$ cat config.mk
export PLATFORM = sky130hd
export DESIGN_NAME = amstrad_audio_mixer
export DESIGN_NICKNAME = d
export VERILOG_FILES = /design/src/rtl/amstrad_audio_pkg.sv /design/src/rtl/amstrad_mix_sat.sv /design/src/rtl/amstrad_audio_mixer.sv
export SDC_FILE = /design/constraint.sdc
export NUM_CORES = 1
export LEC_CHECK = 0
export BUFFER_PORTS_ARGS = -buffer_cell sky130_fd_sc_hd__buf_2
export CAP_MARGIN = 40
export CORE_ASPECT_RATIO = 1.75
export CORE_MARGIN = 4
export CORE_UTILIZATION = 45
export DETAILED_ROUTE_END_ITERATION = 10
export GPL_TIMING_DRIVEN = 0
export PLACE_DENSITY = 0.6
export REMOVE_ABC_BUFFERS = 1
export SYNTH_ARGS = -nofsm -noshare
export SYNTH_HDL_FRONTEND = slang
export SYNTH_SLANG_ARGS = --single-unit
$ cat constraint.sdc
create_clock -name clk -period 10.7 [get_ports clk]
set_input_delay 1.07 -clock clk [delete_from_list [all_inputs] [get_ports clk]]
set_output_delay 1.07 -clock clk [all_outputs]
set_load 0.01 [all_outputs]
$ cat src/rtl/amstrad_audio_pkg.sv
// Shared types and helpers for the stereo audio mixer.
//   state_e   : mixer sequencing states
//   aw_calc   : accumulator width for a given channel count / sample / gain width
//   gain_mult : gain field -> multiplier (0 stays 0, otherwise g+1)
//   sat_u     : unsigned saturation to ow bits, returns {clip, value}
package amstrad_audio_pkg;

  typedef enum logic [1:0] {IDLE, ACC, SCALE} state_e;

  // Working width of the saturation helper; OW must stay below this.
  localparam int SATW = 32;

  // One extra bit over IW+GW covers the g+1 multiplier, clog2(nch) covers the sum.
  function automatic int aw_calc(input int nch, input int iw, input int gw);
    return iw + gw + 1 + $clog2(nch);
  endfunction

  // g=0 mutes the channel; otherwise g+1 so the top code is exactly 2^GW (unity).
  function automatic logic [16:0] gain_mult(input logic [15:0] g);
    return (g == 16'd0) ? 17'd0 : ({1'b0, g} + 17'd1);
  endfunction

  function automatic logic [SATW:0] sat_u(input logic [SATW-1:0] v, input int ow);
    logic [SATW-1:0] maxv;
    maxv = (SATW'(1) << ow) - SATW'(1);
    if (v > maxv) return {1'b1, maxv};
    return {1'b0, v};
  endfunction

endpackage

$ cat src/rtl/amstrad_mix_sat.sv
// Combinational output stage: drop the gain fraction bits, optionally average
// L/R for mono, then saturate each side to OW bits with a clip flag.
//   acc_l/acc_r : final accumulator values
//   mono        : 1 = both sides carry the L/R average
//   s_l/s_r     : saturated samples, clip_l/clip_r : saturation indicators
module amstrad_mix_sat
  import amstrad_audio_pkg::*;
#(
  parameter int AW = 16,
  parameter int GW = 4,
  parameter int OW = 10
) (
  input  logic [AW-1:0] acc_l,
  input  logic [AW-1:0] acc_r,
  input  logic          mono,
  output logic [OW-1:0] s_l,
  output logic [OW-1:0] s_r,
  output logic          clip_l,
  output logic          clip_r
);

  logic [AW-1:0]   sh_l, sh_r, v_l, v_r;
  logic [AW:0]     avg;
  logic [SATW:0]   r_l, r_r;

  assign sh_l = acc_l >> GW;
  assign sh_r = acc_r >> GW;
  // Sum one bit wider so the average never wraps; it then fits back in AW bits.
  assign avg  = ({1'b0, sh_l} + {1'b0, sh_r}) >> 1;
  assign v_l  = mono ? AW'(avg) : sh_l;
  assign v_r  = mono ? AW'(avg) : sh_r;

  assign r_l    = sat_u(SATW'(v_l), OW);
  assign r_r    = sat_u(SATW'(v_r), OW);
  assign s_l    = OW'(r_l);
  assign s_r    = OW'(r_r);
  assign clip_l = r_l[SATW];
  assign clip_r = r_r[SATW];

endmodule

$ cat src/rtl/amstrad_audio_mixer.sv
// Parametrised stereo mixer. On ce the channel samples and gains are
// snapshotted, then one channel per clk is multiplied and accumulated into
// left/right sums; a final cycle scales, saturates and registers the result.
//   clk, reset        : clock, synchronous active-high reset
//   ce                : starts a mix pass (ignored and flagged while busy)
//   ch_in/gain_l/_r   : packed channel samples and per-channel gains
//   mono, mute        : output modes
//   out_l/out_r/valid : registered stereo sample and its one-cycle strobe
//   busy, clip_l/_r   : pass in progress, saturation in last sample
//   overrun           : sticky, ce arrived while busy
module amstrad_audio_mixer
  import amstrad_audio_pkg::*;
#(
  parameter int NCH = 3,
  parameter int IW  = 8,
  parameter int GW  = 4,
  parameter int OW  = 10
) (
  input  logic              clk,
  input  logic              reset,
  input  logic              ce,
  input  logic [NCH*IW-1:0] ch_in,
  input  logic [NCH*GW-1:0] gain_l,
  input  logic [NCH*GW-1:0] gain_r,
  input  logic              mono,
  input  logic              mute,
  output logic [OW-1:0]     out_l,
  output logic [OW-1:0]     out_r,
  output logic              valid,
  output logic              busy,
  output logic              clip_l,
  output logic              clip_r,
  output logic              overrun
);

  localparam int AW    = aw_calc(NCH, IW, GW);
  localparam int IDXW  = (NCH > 1) ? $clog2(NCH) : 1;
  localparam int NSLOT = 1 << IDXW;

  state_e            state_q, state_d;
  logic [IDXW-1:0]   idx_q, idx_d;
  logic [AW-1:0]     acc_l_q, acc_l_d, acc_r_q, acc_r_d;
  logic [NCH*IW-1:0] ch_q, ch_d;
  logic [NCH*GW-1:0] gl_q, gl_d, gr_q, gr_d;
  logic [OW-1:0]     out_l_q, out_l_d, out_r_q, out_r_d;
  logic              valid_q, valid_d, busy_q, busy_d;
  logic              clip_l_q, clip_l_d, clip_r_q, clip_r_d;
  logic              overrun_q, overrun_d;

  // Snapshot unpacked into power-of-two arrays so idx can index directly;
  // slots past NCH are never selected and read as zero.
  logic [IW-1:0] ch_a [NSLOT];
  logic [GW-1:0] gl_a [NSLOT];
  logic [GW-1:0] gr_a [NSLOT];

  for (genvar k = 0; k < NSLOT; k++) begin : g_unpack
    if (k < NCH) begin : g_ch
      assign ch_a[k] = ch_q[k*IW +: IW];
      assign gl_a[k] = gl_q[k*GW +: GW];
      assign gr_a[k] = gr_q[k*GW +: GW];
    end else begin : g_pad
      assign ch_a[k] = '0;
      assign gl_a[k] = '0;
      assign gr_a[k] = '0;
    end
  end

  logic [AW-1:0] smp, m_l, m_r;
  assign smp = AW'(ch_a[idx_q]);
  assign m_l = AW'(gain_mult(16'(gl_a[idx_q])));
  assign m_r = AW'(gain_mult(16'(gr_a[idx_q])));

  logic [OW-1:0] s_l, s_r;
  logic          sc_l, sc_r;

  amstrad_mix_sat #(.AW(AW), .GW(GW), .OW(OW)) u_sat (
    .acc_l  (acc_l_q),
    .acc_r  (acc_r_q),
    .mono   (mono),
    .s_l    (s_l),
    .s_r    (s_r),
    .clip_l (sc_l),
    .clip_r (sc_r)
  );

  always_comb begin
    state_d   = state_q;
    idx_d     = idx_q;
    acc_l_d   = acc_l_q;
    acc_r_d   = acc_r_q;
    ch_d      = ch_q;
    gl_d      = gl_q;
    gr_d      = gr_q;
    out_l_d   = out_l_q;
    out_r_d   = out_r_q;
    clip_l_d  = clip_l_q;
    clip_r_d  = clip_r_q;
    valid_d   = 1'b0;
    busy_d    = busy_q;
    // Any ce outside IDLE (including the SCALE cycle) is dropped and flagged.
    overrun_d = overrun_q | (ce & (state_q != IDLE));
    case (state_q)
      IDLE: if (ce) begin
        ch_d    = ch_in;
        gl_d    = gain_l;
        gr_d    = gain_r;
        acc_l_d = '0;
        acc_r_d = '0;
        idx_d   = '0;
        busy_d  = 1'b1;
        state_d = ACC;
      end
      ACC: begin
        acc_l_d = acc_l_q + smp * m_l;
        acc_r_d = acc_r_q + smp * m_r;
        idx_d   = idx_q + 1'b1;
        if (idx_q == IDXW'(NCH-1)) state_d = SCALE;
      end
      SCALE: begin
        // Mute zeroes the samples but clip still reports the true mix.
        out_l_d  = mute ? '0 : s_l;
        out_r_d  = mute ? '0 : s_r;
        clip_l_d = sc_l;
        clip_r_d = sc_r;
        valid_d  = 1'b1;
        busy_d   = 1'b0;
        state_d  = IDLE;
      end
      default: state_d = IDLE;
    endcase
  end

  always_ff @(posedge clk) begin
    if (reset) begin
      state_q   <= IDLE;
      idx_q     <= '0;
      acc_l_q   <= '0;
      acc_r_q   <= '0;
      ch_q      <= '0;
      gl_q      <= '0;
      gr_q      <= '0;
      out_l_q   <= '0;
      out_r_q   <= '0;
      clip_l_q  <= 1'b0;
      clip_r_q  <= 1'b0;
      valid_q   <= 1'b0;
      busy_q    <= 1'b0;
      overrun_q <= 1'b0;
    end else begin
      state_q   <= state_d;
      idx_q     <= idx_d;
      acc_l_q   <= acc_l_d;
      acc_r_q   <= acc_r_d;
      ch_q      <= ch_d;
      gl_q      <= gl_d;
      gr_q      <= gr_d;
      out_l_q   <= out_l_d;
      out_r_q   <= out_r_d;
      clip_l_q  <= clip_l_d;
      clip_r_q  <= clip_r_d;
      valid_q   <= valid_d;
      busy_q    <= busy_d;
      overrun_q <= overrun_d;
    end
  end

  assign out_l   = out_l_q;
  assign out_r   = out_r_q;
  assign valid   = valid_q;
  assign busy    = busy_q;
  assign clip_l  = clip_l_q;
  assign clip_r  = clip_r_q;
  assign overrun = overrun_q;

endmodule
==> Yosys cells after proc, flatten, opt, wreduce, memory -nomap -nowiden <==
Cells that the tools add are included.
{ "totals": {"reg_bits": 107, "inputBits": 53, "out_inout_bits": 25, "elab_cells": 75} }
{ "classes": {"add_sub_neg": 6, "mul": 2, "magnitude_cmp": 3, "eq_ne": 5, "mux": 32, "n_bitwise": 3, "reduce_logical": 10} }
{ "ops": {"columns": ["cell", "n"], "rows": [
  ["two-way mux 33 bit", 4],
  ["case mux 15 bit (2 select lines)", 2],
  ["two-way mux 15 bit", 3],
  ["adder 15 x 13 -> 15 bit", 2],
  ["> comparator 15 x 10 -> 1 bit, second input constant", 2],
  ["multiplier 8 x 5 -> 13 bit", 2],
  ["two-way mux 10 bit", 2],
  ["binary-select mux 4 bit (select 2 bit)", 2],
  ["binary-select mux 8 bit (select 2 bit)", 1],
  ["two-way mux 4 bit", 4],
  ["two-way mux 8 bit", 2],
  ["adder 11 x 11 -> 12 bit", 1],
  ["adder 4 x 1 -> 5 bit, second input constant", 2],
  ["two-way mux 5 bit", 2],
  ["logical NOT 4 bit", 2],
  ["case mux 2 bit (2 select lines)", 2],
  ["AND reduction 2 bit", 4],
  ["two-way mux 2 bit", 3],
  ["nonzero test 2 bit", 3],
  ["equality test 2 bit, second input constant", 2],
  ["two-way mux 1 bit", 4],
  ["inequality test 2 bit, second input constant", 2],
  ["greater-or-equal comparator 3 bit, second input constant", 1],
  ["inverter 2 -> 3 bit", 1],
  ["6 further kinds", 6]
]} }

==> Depth between registers and ports, before layout <==
{ "logic_depth": {"ltp_word": 9, "mapped_depth": 25, "depth_no_buf": 23} }

==> Hierarchy <==
A second synthesis with hierarchy kept.
{ "unflattened": {"cells_unflattened": 1000, "hier_area_um2": 8095.3} }
{ "by_module_without_submodules": {"columns": ["mod", "instances", "cells_each", "area_each_um2"], "rows": [
  ["amstrad_audio_mixer", 1, 886, 7343.3],
  ["amstrad_mix_sat", 1, 114, 752.0]
]} }

==> Least setup slack after synthesis <==
No wires, ideal clock.
{ "synth_timing": {"kind": "reg-to-reg", "startpoint": "register idx_q[1]", "endpoint": "register acc_r_q[13]", "setup_ns": 0.117, "arrival_ns": 4.890, "required_ns": 10.583, "setup_slack_ns": 5.693, "path_stages_with_launch": 22, "period_less_slack_ns": 5.007, "path_cell_list": "dfxtp_1 > clkbuf_1 > o21ai_0 > inv_1 > ha_1 > inv_1 > or2_1 > nand3_1 > o21a_1 > nor2_1 > fa_1 > fa_1 > inv_1 > fa_1 > inv_1 > ha_1 > or4_1 > o21a_2 > a311oi_2 > o21bai_1 > or2_0 > a32o_1"} }
{ "synth_via": {"elab_chain_cells": 9, "elab_cells_between_ends": 13} }
{ "synth_lines": {"columns": ["item", "line", "source"], "rows": [
  ["from (decl)", "amstrad_audio_mixer.sv:41", "logic [IDXW-1:0] idx_q, idx_d;"],
  ["from (signal assigned)", "amstrad_audio_mixer.sv:151", "idx_q <= idx_d;"],
  ["inverter 2 -> 3 bit (not written as such) *", "amstrad_audio_mixer.sv:69, amstrad_audio_mixer.sv:71", null],
  ["binary-select mux 4 bit (select 2 bit)", "amstrad_audio_mixer.sv:71", "assign m_r = AW'(gain_mult(16'(gr_a[idx_q])));"],
  ["two-way mux 4 bit (not written as such) (2 in a row)", "amstrad_audio_mixer.sv:71", null],
  ["adder 4 x 1 -> 5 bit / logical NOT 4 bit (equally long branches)", "amstrad_audio_pkg.sv:20", "return (g == 16'd0) ? 17'd0 : ({1'b0, g} + 17'd1);"],
  ["two-way mux 5 bit", "amstrad_audio_pkg.sv:20", null],
  ["multiplier 8 x 5 -> 13 bit *", "amstrad_audio_mixer.sv:115", "acc_r_d = acc_r_q + smp * m_r;"],
  ["adder 15 x 13 -> 15 bit *", "amstrad_audio_mixer.sv:115", null],
  ["case mux 15 bit (2 select lines) *", "amstrad_audio_mixer.sv:102", "case (state_q)"],
  ["to (signal assigned)", "amstrad_audio_mixer.sv:153", "acc_r_q <= acc_r_d;"],
  ["to (decl)", "amstrad_audio_mixer.sv:42", "logic [AW-1:0] acc_l_q, acc_l_d, acc_r_q, acc_r_d;"]
]} }
Every way passes the cells marked *; elsewhere a longest branch is shown, timed or not. The select of a mux whose other input is x is not followed.
A chain may end at the register's enable or synchronous reset.

==> Final worst setup path <==
{ "layout_timing": {"startpoint": "register idx_q[1]", "endpoint": "register acc_r_q[14]"} }
Same word-level chain as after synthesis.

==> run_results.csv <==
group,metric,value,unit
setup_path,end_kind,"register",
global_route,grt_pass1_vias,6876,
timing,holdWs,0.4424,ns
synthesis,synth_edf_count,0,
power,p_per_area,111.3,nW/um2
floorplanning,num_io_pins,78,
floorplanning,die_w,109.0,um
floorplanning,die-area,20140,um2
setup_path,crit_arrival,6.56,ns
power,cellLeakagePower,0.004097,uW
synthesis,ys_seq_area_share,26.66,%
cts,cts_setup_buffers,0,
routing,vias,6790,
timing,worstMarginPinSlew,0.8567,ns
placed_design,hpwl,16040,um
cts,numCtsBuffers,9,
power,max-vdd-ir-drop,0.08128,mV
final_layout,finalNonFillerCells,1288,
timing,fmax,158.6,MHz
synthesis,postSynthCellCount,993,
timing,fin_crit_sh,58.93,%
setup_path,cp_top_family,"adder cells",
floorplanning,initial_core_util,45.82,%
floorplanning,dieHeight,184.8,um
placed_design,dpl_cell_area,8742,um2
cts,cts_buffer_depth,2,
timing,slew_headroom,42.57,%
floorplanning,core_region_area,17540,um2
final_layout,syn2layout_area_growth,13.11,%
global_route,grt_pass1_wl,33350,um
synthesis,synth_cell_types,66,
setup_path,critPathKind,"register to register",
cts,clk_latency,0.36,ns
placed_design,dp_cells,1272,
outcome,status,"finished clean",
synthesis,ys.flop_type,"dfxtp_1",
final_layout,regArea,2142,um2
synthesis,postSynth.asyncResetShare,0,%
synthesis,syn_area,8035,um2
cts,cts_resized,0,
global_route,antenna_found_initial,0,
routing,antenna_left,0,
synthesis,postSynthAreaPerCell,8.092,um2
timing,rsz0062_at_grt,"false",
cts,h-tree-depth,3,
global_route,gr-total-overflow,0,
final_layout,fin_util,51.83,%
global_route,grt_usage,21.25,%
final_layout,nFillCells,1751,
hold_path,hold_class,"register to register",
placed_design,place_congestion,0.8843,
timing,setup_viol,0,
setup_path,cp-start-kind,"register",
setup_path,cp_cell_sequence,"nor2b_1, buf_4, nand2_1, o21ai_1, inv_1, ha_1, inv_1, or2_1, nor2_1, nor2_1, nand2_1, fa_1, inv_1, fa_1, inv_1, fa_1, inv_1, ha_1, or4_1, o22ai_2, o21ai_1, o311ai_1, mux2_1",
synthesis,synth_seq_cells,107,
setup_path,path_buf_inv,6,
cts,cts_tree,"done",
final_layout,final_cell_area,9089,um2
setup_path,crit_fanout,26,
synthesis,yosysTopAreaCell,"dfxtp_1",
routing,firstDrtPassIters,5,
routing,viasPerCell,5.272,
cts,clkTransAtPathRegs,0.07,ns
cts,cts_sinks,107,
routing,drt_wl_total,20110,um
setup_path,cp.required,10.95,ns
timing,final_max_slew_viol_count,0,
timing,finClkSkew,0.008720,ns
setup_path,slowest_delay,0.86,ns
setup_path,path_common_cell,"inv_1",
routing,wire_per_inst,15.61,um
timing,setup_tns,0,ns
setup_path,crit_slowest_cell,"dfxtp_1",
timing,post-route-min-period,6.305,ns
final_layout,multi_input_area,5296,um2
cts,ctsHoldBuffers,0,
floorplanning,std_cell_rows,64,
routing,route.detailed.drc,0,
final_layout,antennaDiodeCount,0,
synthesis,yosysWarnings,0,
synthesis,ys_top_cells_by_area,"dfxtp_1 27%, fa_1 15%, ha_1 9.5%, nand2_1 7.8%, inv_1 5.5%",
routing,drtIter0Drc,197,
placed_design,portBuffers,77,
synthesis,synth_top_area_share,26.66,%
final_layout,nets,1225,
job,max_cap_viol_count,0,
final_layout,layout-drive-gt1-share,11.83,%
timing,final_hold_viol_count,0,
cts,root_buffer,"clkbuf_16",
global_route,grt_max_degree,66,
## final cells by class
class,instances,area share [%]
Clock inverter,7,1.335
Multi-Input combinational cell,726,58.27
Sequential cell,107,23.57
Timing Repair Buffer,91,6.333
Tap cell,231,3.180
Clock buffer,9,2.478
Inverter,117,4.832
## flip-flops by register name (all words and copies together) (netlist names), 2 cells and up
| name | cells |
|---|---|
| state_q | 2 |
| out_r | 10 |
| ch_q | 24 |
| acc_l_q | 15 |
| acc_r_q | 15 |
| idx_q | 2 |
| gl_q | 12 |
| out_l | 10 |
| gr_q | 12 |
## metal layers
layer  track usage [%]  vias to the layer above  wire length [um]
met1             22.63                     3166              7953
li1                  -                     3423                 -
met5                 0                        -                 0
met4             12.64                        0              1196
met3             2.755                       54               623
met2             39.02                      147             10330
## synthesized netlist by cell type (4+ instances only)
cell      instances
o31ai_1           4
or2_1             8
a21o_1            7
buf_1            13
ha_1             61
nand3_1          28
inv_1           117
nand2b_1         17
o21a_1           16
nand4_1           5
mux2i_1          22
a211oi_1          8
xor2_1            4
or3_1             5
a31oi_1          12
o21ai_0          19
xnor2_1          11
fa_1             59
nor2b_1          10
o21ai_1          11
nor2_1           90
nand2_1         166
o211ai_1         12
nor3_1            5
a22o_1           18
a21oi_1          81
clkbuf_1         25
dfxtp_1         107
## cell usage in the layout, fill, tap and decap left out, drive strengths merged, types with 4 or more instances in the layout
| cell type | instances |
|---|---|
| o21a | 17 |
| fa | 59 |
| xor2 | 5 |
| nor2 | 90 |
| nand3 | 28 |
| o31ai | 4 |
| nor3 | 7 |
| nand2b | 17 |
| nor2b | 10 |
| a21oi | 82 |
| a22o | 18 |
| nand2 | 166 |
| clkbuf | 9 |
| dfxtp | 107 |
| nand4 | 5 |
| inv | 120 |
| a31oi | 13 |
| buf | 91 |
| o211ai | 12 |
| xnor2 | 12 |
| mux2i | 22 |
| or2 | 9 |
| or3 | 5 |
| ha | 61 |
| a21o | 8 |
| a211oi | 8 |
| o21ai | 30 |
## power breakdown
part | internal [uW] | total, uW | leakage, uW | switching [uW]
clock | 231 | 395 | 0.000171 | 164
sequential | 413 | 424 | 0.000871 | 10.6
combinational | 72.2 | 192 | 0.00306 | 120
total | 717 | 1010 | 0.00410 | 295
## path summary, 6_finish.rpt
check | slack, ns | to | cells after the start | from
min reg2reg | 0.44 | overrun | 2 | overrun
max reg2reg | 4.39 | acc_r_q[14] | 23 | idx_q[1]
max | 4.39 | acc_r_q[14] | 23 | idx_q[1]
min | 0.44 | overrun | 2 | overrun
## tightest hold or removal path, stage by stage, from the launching register on
cell and delay, ns:
dfxtp_1 0.31, inv_1 0.04, a21oi_1 0.05
## per-stage QoR
stage               power (uW)  worst slack, ns
floorplan                555.0            4.987
global placement         615.5            3.968
detailed placement       628.2            4.316
CTS                       1023            4.288
global route              1062            3.847
finish                    1012            4.395
## cells by family after synthesis
kind of cell    after synthesis  synth area share [%]
mux                          24                 3.021
flops                       107                 26.66
fa+ha+maj                   120                 24.20
compound gates              213                 17.25
xor+xnor                     17                 2.040
simple gates                352                 19.22
buf+inv                     160                 7.614
(Power assumes the default switching activity.)
